**src/rtl/fetch_ctrl_if.sv**
```systemverilog
// Signal bundle between the fetch/decode/execute pipeline and the fetch controller.
// The pipeline side drives decode/MDU status; the controller returns PC and stall controls.
interface fetch_ctrl_if;
    logic [31:0] pc_f;
    logic [31:0] pc_d;
    logic        d_br;
    logic        d_br_taken;
    logic [15:0] d_imm16;
    logic        d_j;
    logic [25:0] d_index;
    logic        d_jr;
    logic [31:0] d_rs;
    logic        d_hazard;
    logic        d_use_md;
    logic        mdu_start;
    logic        mdu_is_div;
    logic [31:0] next_pc;
    logic        fetch_en;
    logic        d_en;
    logic        e_flush;
    logic        mdu_busy;
    logic [31:0] stall_cnt;

    modport master (
        output pc_f, pc_d, d_br, d_br_taken, d_imm16, d_j, d_index, d_jr, d_rs,
               d_hazard, d_use_md, mdu_start, mdu_is_div,
        input  next_pc, fetch_en, d_en, e_flush, mdu_busy, stall_cnt
    );

    modport slave (
        input  pc_f, pc_d, d_br, d_br_taken, d_imm16, d_j, d_index, d_jr, d_rs,
               d_hazard, d_use_md, mdu_start, mdu_is_div,
        output next_pc, fetch_en, d_en, e_flush, mdu_busy, stall_cnt
    );
endinterface

```
**src/rtl/fetch_ctrl.sv**
```systemverilog
// Fetch controller: next-PC selection with a single delay slot, pipeline stall
// generation, multiply/divide busy countdown and a saturating stall-cycle counter.
module fetch_ctrl (
    input  logic        clk,
    input  logic        reset,
    fetch_ctrl_if.slave bus
);

    typedef enum logic {
        IDLE,
        BUSY
    } mdu_state_t;

    localparam logic [3:0] MULT_CYCLES = 4'd5;
    localparam logic [3:0] DIV_CYCLES  = 4'd10;

    mdu_state_t  state_q;
    mdu_state_t  state_n;
    logic [3:0]  count_q;
    logic [3:0]  count_n;
    logic [31:0] stall_cnt_q;

    logic        mdu_busy;
    logic        stall;
    logic [31:0] seq_pc;
    logic [31:0] br_target;
    logic [31:0] j_target;
    logic [31:0] br_offset;

    // Redirect targets are computed every cycle; the delay slot (pc_f) is never squashed.
    always_comb begin
        seq_pc    = bus.pc_f + 32'd4;
        br_offset = {{14{bus.d_imm16[15]}}, bus.d_imm16, 2'b00};
        br_target = bus.pc_d + 32'd4 + br_offset;
        j_target  = {bus.pc_d[31:28], bus.d_index, 2'b00};
    end

    always_comb begin
        bus.next_pc = seq_pc;
        if (bus.d_jr) begin
            bus.next_pc = bus.d_rs;
        end else if (bus.d_j) begin
            bus.next_pc = j_target;
        end else if (bus.d_br && bus.d_br_taken) begin
            bus.next_pc = br_target;
        end
    end

    always_ff @(posedge clk) begin
        if (reset) begin
            state_q <= IDLE;
            count_q <= 4'd0;
        end else begin
            state_q <= state_n;
            count_q <= count_n;
        end
    end

    // A start request while already counting is deliberately dropped, not queued.
    always_comb begin
        state_n = state_q;
        count_n = count_q;
        case (state_q)
            IDLE: begin
                if (bus.mdu_start) begin
                    count_n = bus.mdu_is_div ? DIV_CYCLES : MULT_CYCLES;
                    state_n = BUSY;
                end
            end
            BUSY: begin
                if (count_q <= 4'd1) begin
                    count_n = 4'd0;
                    state_n = IDLE;
                end else begin
                    count_n = count_q - 4'd1;
                end
            end
            default: begin
                count_n = 4'd0;
                state_n = IDLE;
            end
        endcase
    end

    always_comb begin
        mdu_busy     = (count_q != 4'd0);
        stall        = ~reset & (bus.d_hazard | (bus.d_use_md & (mdu_busy | bus.mdu_start)));
        bus.mdu_busy = mdu_busy;
        bus.fetch_en = ~stall;
        bus.d_en     = ~stall;
        bus.e_flush  = stall;
    end

    always_ff @(posedge clk) begin
        if (reset) begin
            stall_cnt_q <= 32'd0;
        end else if (stall && (stall_cnt_q != 32'hFFFF_FFFF)) begin
            stall_cnt_q <= stall_cnt_q + 32'd1;
        end
    end

    assign bus.stall_cnt = stall_cnt_q;

endmodule

```
**src/flat_wrapper.sv**
```systemverilog
// flat-port wrapper written by rule: the top's interface ports become plain ports
module fetch_ctrl_flat 
  (clk, reset, bus_pc_f, bus_pc_d, bus_d_br, bus_d_br_taken, bus_d_imm16, bus_d_j, bus_d_index, bus_d_jr, bus_d_rs, bus_d_hazard, bus_d_use_md, bus_mdu_start, bus_mdu_is_div, bus_next_pc, bus_fetch_en, bus_d_en, bus_e_flush, bus_mdu_busy, bus_stall_cnt);
  fetch_ctrl_if bus_i ();
  input  logic clk;
  input  logic reset;
  input wire logic [$bits(bus_i.pc_f)-1:0] bus_pc_f;
  input wire logic [$bits(bus_i.pc_d)-1:0] bus_pc_d;
  input wire logic [$bits(bus_i.d_br)-1:0] bus_d_br;
  input wire logic [$bits(bus_i.d_br_taken)-1:0] bus_d_br_taken;
  input wire logic [$bits(bus_i.d_imm16)-1:0] bus_d_imm16;
  input wire logic [$bits(bus_i.d_j)-1:0] bus_d_j;
  input wire logic [$bits(bus_i.d_index)-1:0] bus_d_index;
  input wire logic [$bits(bus_i.d_jr)-1:0] bus_d_jr;
  input wire logic [$bits(bus_i.d_rs)-1:0] bus_d_rs;
  input wire logic [$bits(bus_i.d_hazard)-1:0] bus_d_hazard;
  input wire logic [$bits(bus_i.d_use_md)-1:0] bus_d_use_md;
  input wire logic [$bits(bus_i.mdu_start)-1:0] bus_mdu_start;
  input wire logic [$bits(bus_i.mdu_is_div)-1:0] bus_mdu_is_div;
  output wire logic [$bits(bus_i.next_pc)-1:0] bus_next_pc;
  output wire logic [$bits(bus_i.fetch_en)-1:0] bus_fetch_en;
  output wire logic [$bits(bus_i.d_en)-1:0] bus_d_en;
  output wire logic [$bits(bus_i.e_flush)-1:0] bus_e_flush;
  output wire logic [$bits(bus_i.mdu_busy)-1:0] bus_mdu_busy;
  output wire logic [$bits(bus_i.stall_cnt)-1:0] bus_stall_cnt;
  assign bus_i.pc_f = bus_pc_f;
  assign bus_i.pc_d = bus_pc_d;
  assign bus_i.d_br = bus_d_br;
  assign bus_i.d_br_taken = bus_d_br_taken;
  assign bus_i.d_imm16 = bus_d_imm16;
  assign bus_i.d_j = bus_d_j;
  assign bus_i.d_index = bus_d_index;
  assign bus_i.d_jr = bus_d_jr;
  assign bus_i.d_rs = bus_d_rs;
  assign bus_i.d_hazard = bus_d_hazard;
  assign bus_i.d_use_md = bus_d_use_md;
  assign bus_i.mdu_start = bus_mdu_start;
  assign bus_i.mdu_is_div = bus_mdu_is_div;
  assign bus_next_pc = bus_i.next_pc;
  assign bus_fetch_en = bus_i.fetch_en;
  assign bus_d_en = bus_i.d_en;
  assign bus_e_flush = bus_i.e_flush;
  assign bus_mdu_busy = bus_i.mdu_busy;
  assign bus_stall_cnt = bus_i.stall_cnt;
  fetch_ctrl u_core (.clk(clk), .reset(reset), .bus(bus_i));
endmodule
```
**config.mk**
```make
export PLATFORM = sky130hd
export DESIGN_NAME = fetch_ctrl_flat
export DESIGN_NICKNAME = d
export VERILOG_FILES = /design/src/rtl/fetch_ctrl_if.sv /design/src/rtl/fetch_ctrl.sv /design/src/flat_wrapper.sv
export SDC_FILE = /design/constraint.sdc
export NUM_CORES = 1
export LEC_CHECK = 0
export ABC_CLOCK_PERIOD_IN_PS = 3700
export BUFFER_PORTS_ARGS = -buffer_cell sky130_fd_sc_hd__buf_2
export CAP_MARGIN = 0
export CORE_MARGIN = 4
export CORE_UTILIZATION = 50
export CTS_BUF_LIST = sky130_fd_sc_hd__clkbuf_4
export DETAILED_ROUTE_END_ITERATION = 16
export HOLD_SLACK_MARGIN = 0.03
export PLACE_DENSITY = 0.83
export SYNTH_ARGS = -nofsm -noshare
export SYNTH_HDL_FRONTEND = slang
export SYNTH_SLANG_ARGS = --single-unit
```
**constraint.sdc**
```tcl
create_clock -name clk -period 3.7 [get_ports clk]
set_input_delay 0.37 -clock clk [delete_from_list [all_inputs] [get_ports clk]]
set_output_delay 0.37 -clock clk [all_outputs]
set_load 0.005 [all_outputs]
```
==> PnR_summary.wiki <==
{| class="wikitable"
! Metric !! Value
|-
| Max-cap check violation count || 0
|-
| Drt first pass iters || 6
|-
| WHS Path Cells || 4
|-
| Hold WC Path Type || in2reg
|-
| Mapped Area || 0.00515 mm^2
|-
| Portion of total power attributed to combinational logic || 55.9%
|-
| Latest clock arrival within the worst-skew pair || 0.35 ns
|-
| P&R area growth vs syn || 25.7%
|-
| Total number of vias || 6155
|-
| Mean Syn Cell Area || 7.29 um^2
|-
| Number of top-level pins || 216
|-
| Synth warnings || 0
|-
| Fillers || 944
|-
| Syn Nets || 917
|-
| Data arrival time of the worst path || 3.14 ns
|-
| Residual antenna-violating net count after detailed routing || 0
|-
| Initial standard-cell utilization of the core || 52.0%
|-
| Register area || 741 um^2
|-
| EDFF count, synth || 0
|-
| Core Rows || 36
|-
| End point of the most critical hold path || u_core.count_q[2]
|-
| Post-route core utilization || 65.3%
|-
| Worst ir drop on vdd || 0.225 mV
|-
| Final period utilization || 95.0%
|-
| Sort of element at the end of the critical path || output port
|-
| Worst r2r src || u_core.count_q[0]
|-
| Largest driver fanout on the critical path || 5
|-
| Clock slew seen by the registers of the worst setup and hold paths || 0.12 ns
|-
| Initial antenna violation count || 0
|-
| Vias per std cell || 5.86
|-
| Critical setup path kind || in2out
|-
| Worst relative slew slack || 48.1%
|-
| Slowest cell on the critical path || a221o_2
|-
| Library cells used by synthesis || 72
|-
| Pin slew with the least headroom to its limit || 0.776 ns
|-
| Sw Pwr || 0.000611 W
|-
| CTS tree || built
|-
| CTS sink count || 37
|-
| Htree depth || 2
|-
| Max Freq || 285 MHz
|-
| Cell leakage power || 3.09 nW
|-
| Smallest hold slack || 0.398 ns
|-
| Power Internal || 0.000843 W
|-
| Number of buffers and inverters on the critical path || 2
|-
| Final wirelength || 17700 um
|-
| Area used by multi-input combinational logic || 0.00422 mm^2
|-
| Post-Route Setup TNS || 0 ns
|-
| CP startpoint || bus_d_imm16[1]
|-
| Category of cells accounting for the largest share of critical-path delay || compound AO/OA/AOI/OAI gates
|-
| Final RePlAce weighted congestion || 0.974
|-
| Area of the die || 0.0120 mm^2
|-
| DRC violation count after routing || 0
|-
| Switching part of the total || 42.0%
|-
| Slowest Stage Delay on Critical Path || 0.42 ns
|-
| Wire length per cell after detailed routing || 16.9 um
|-
| Start point of the worst hold path || bus_mdu_start
|-
| First-pass GRT wire length || 27600 um
|-
| Most instantiated flip-flop cell in the synthesis netlist || dfxtp_1
|-
| Clock group share of total power || 15.2%
|-
| Reg2Reg Depth || 9
|-
| Critical-path cell list || buf_2 -> ha_4 -> ha_4 -> fa_2 -> a21o_1 -> a221o_2 -> a211oi_4 -> o21ai_2 -> or3_1 -> a41o_1 -> a21oi_2 -> buf_2
|-
| Seq/Total Area, Yosys || 14.4%
|-
| Antenna diodes || 0
|-
| Global-route total usage across every layer || 28.8%
|-
| Pwr per Cell Area || 225 mW/mm^2
|-
| Fraction of final layout cells with drive strength greater than 1 || 29.0%
|-
| Reg2Reg Capture Point || u_core.bus.stall_cnt[10]
|-
| Area after detailed placement || 0.00637 mm^2
|-
| Core region area || 0.00991 mm^2
|-
| Maximum count of clock buffers along a single path || 2
|-
| Via count of the first global-routing pass || 5691
|-
| RSZ-0062 raised after global routing || false
|-
| Synthesized netlist cell count || 706
|-
| Die boundary width || 109 um
|-
| Die Height || 109 um
|-
| Endpoint required time on the critical path || 3.33 ns
|-
| Buffers added on ports || 215
|-
| TritonCTS buffer count || 5
|-
| Clock skew after layout || 0.00863 ns
|-
| R2r setup slk || 0.96 ns
|-
| Run status || finished, final reports clean
|-
| Final Max Slew Viols || 0
|-
| Finished layout cell area || 0.00647 mm^2
|-
| Largest net degree at the start of global routing || 39
|-
| Async set-or-reset flop fraction in the synthesized netlist || 0%
|-
| Share of power burned in registers || 28.9%
|-
| Crit path time final || 3.51 ns
|-
| Hold Fails Final Rpt || 0
|-
| Root buffer cell || clkbuf_4
|-
| Net count of the finished layout || 1127
|-
| Overflow after GRT || 0
|-
| Total of flip-flops plus latches after synthesis || 37
|-
| Number of setup violations in the final report || 0
|-
| First-iteration detailed-routing DRC count || 380
|-
| Launching element type of the critical path || input port
|-
| HPWL after detailed placement || 14700 um
|}
power by group through the flow:
| stage | logic, W | registers, W | clock network [W] |
|---|---|---|---|
| final | 0.000813 | 0.000420 | 0.000221 |
| after global routing | 0.000900 | 0.000422 | 0.000241 |
| after CTS | 0.000794 | 0.000420 | 0.000224 |
| after detailed placement | 0.000789 | 0.000428 | 0 |
| after global placement | 0.000781 | 0.000428 | 0 |
| after floorplan | 0.000505 | 0.000426 | 0 |
registers in the layout, indices dropped and copies added, names as in the netlist:
name and count:
u_core.count_q 4, u_core.bus.stall_cnt 32, u_core.state_q 1
what timing repair did:
| action | in CTS | in global routing |
|---|---|---|
| endpoints found under the setup margin | 0 | 3 |
| resized for setup | 0 | 4 |
| setup buffers | 0 | 2 |
| hold buffers | 0 | 0 |
tightest hold or removal path, delay by kind of cell:
kind / cells / cell delay, ns
AOI/OAI and AO/OA: 1 / 0.08
and+or+nand+nor: 2 / 0.16
buffers and inverters: 1 / 0.10
layout make-up:
cell class	instances	share of cell area (%)
repair buffers	236	19.1
flip-flops and latches	37	11.4
well taps	133	2.57
multi-input cells	621	65.2
inverters	15	0.870
clock inverters	2	0.155
clock buffers	6	0.696
cells by family (layout without fill, tap and decap cells):
family                     after synthesis  in the layout  share of synthesized area [%]
buffers and inverters                   48            259                           4.23
xor gates and xnor gates                77             77                           13.1
muxes                                    5              5                          0.996
AOI/OAI and AO/OA                      195            195                           24.6
DFF                                     37             37                           14.4
adders and majority gates               63             63                           15.5
and+or+nand+nor                        281            281                           27.2
synthesized netlist by cell type (3+ instances only):
master / instances / area share [%]
and3_1: 15 / 1.8
buf_6: 3 / 0.66
a31oi_1: 5 / 0.61
or3_1: 5 / 0.61
o21a_1: 4 / 0.58
and4_1: 9 / 1.5
a22oi_1: 5 / 0.73
and2_1: 7 / 0.85
o22ai_1: 13 / 1.6
nor2_1: 83 / 6.1
a222oi_1: 4 / 0.78
xor2_1: 49 / 8.3
o21ai_0: 39 / 3.8
nand2b_1: 3 / 0.36
xnor2_1: 28 / 4.8
a21o_1: 10 / 1.5
inv_1: 14 / 1.0
o21ai_1: 6 / 0.58
nand4_1: 26 / 3.2
ha_1: 62 / 15
buf_4: 3 / 0.44
dfxtp_1: 37 / 14
mux2i_1: 4 / 0.78
a21oi_1: 59 / 5.7
nand3_1: 33 / 3.2
nand2_1: 68 / 5.0
or2_2: 4 / 0.49
o211ai_1: 5 / 0.73
nor3_1: 13 / 1.3
a211oi_1: 14 / 2.0
clkbuf_1: 23 / 1.7
how the worst max path moves through the flow:
| stage | to | slack, ns | cells after the start |
|---|---|---|---|
| final | bus_next_pc[27] | 0.19 | 12 |
| after global routing | bus_next_pc[27] | 0.05 | 12 |
| after global placement | bus_next_pc[27] | 0.14 | 12 |
| after floorplan | bus_next_pc[27] | 0.44 | 10 |
| after CTS | bus_next_pc[27] | 0.11 | 12 |
| after detailed placement | bus_next_pc[27] | 0.12 | 12 |
routing by layer:
metal | global-route usage (%) | vias up | routed length, um
li1 | - | 3028 | -
met5 | 0 | - | 0
met3 | 4.40 | 35 | 1470
met1 | 36.7 | 2826 | 7400
met4 | 7.57 | 0 | 386
met2 | 50.4 | 266 | 8490
placed cells by master, fill, tap and decap left out, drive strengths merged, types with 4 or more instances in the layout:
cell type / count
o21a: 4
or3: 5
and4: 9
inv: 15
or2: 5
nor4: 4
o21ai: 46
o211ai: 5
o22ai: 13
a211oi: 15
and3: 15
a21oi: 60
nand4: 27
nand2: 69
ha: 62
a31oi: 5
a222oi: 4
mux2i: 4
and2: 7
nand3: 33
xor2: 49
a22oi: 5
nor2: 83
buf: 236
xnor2: 28
clkbuf: 6
dfxtp: 37
a21o: 10
nor3: 14
stage by stage:
stage	power (W)	instances	setup slack (ns)
after floorplan	0.000931	706	0.440
after CTS	0.00144	1048	0.110
final	0.00145	1050	0.187
after global placement	0.00121	1040	0.138
after detailed placement	0.00122	1040	0.117
after global routing	0.00156	1050	0.0525
Note: power is estimated with default switching activity, not from simulation.
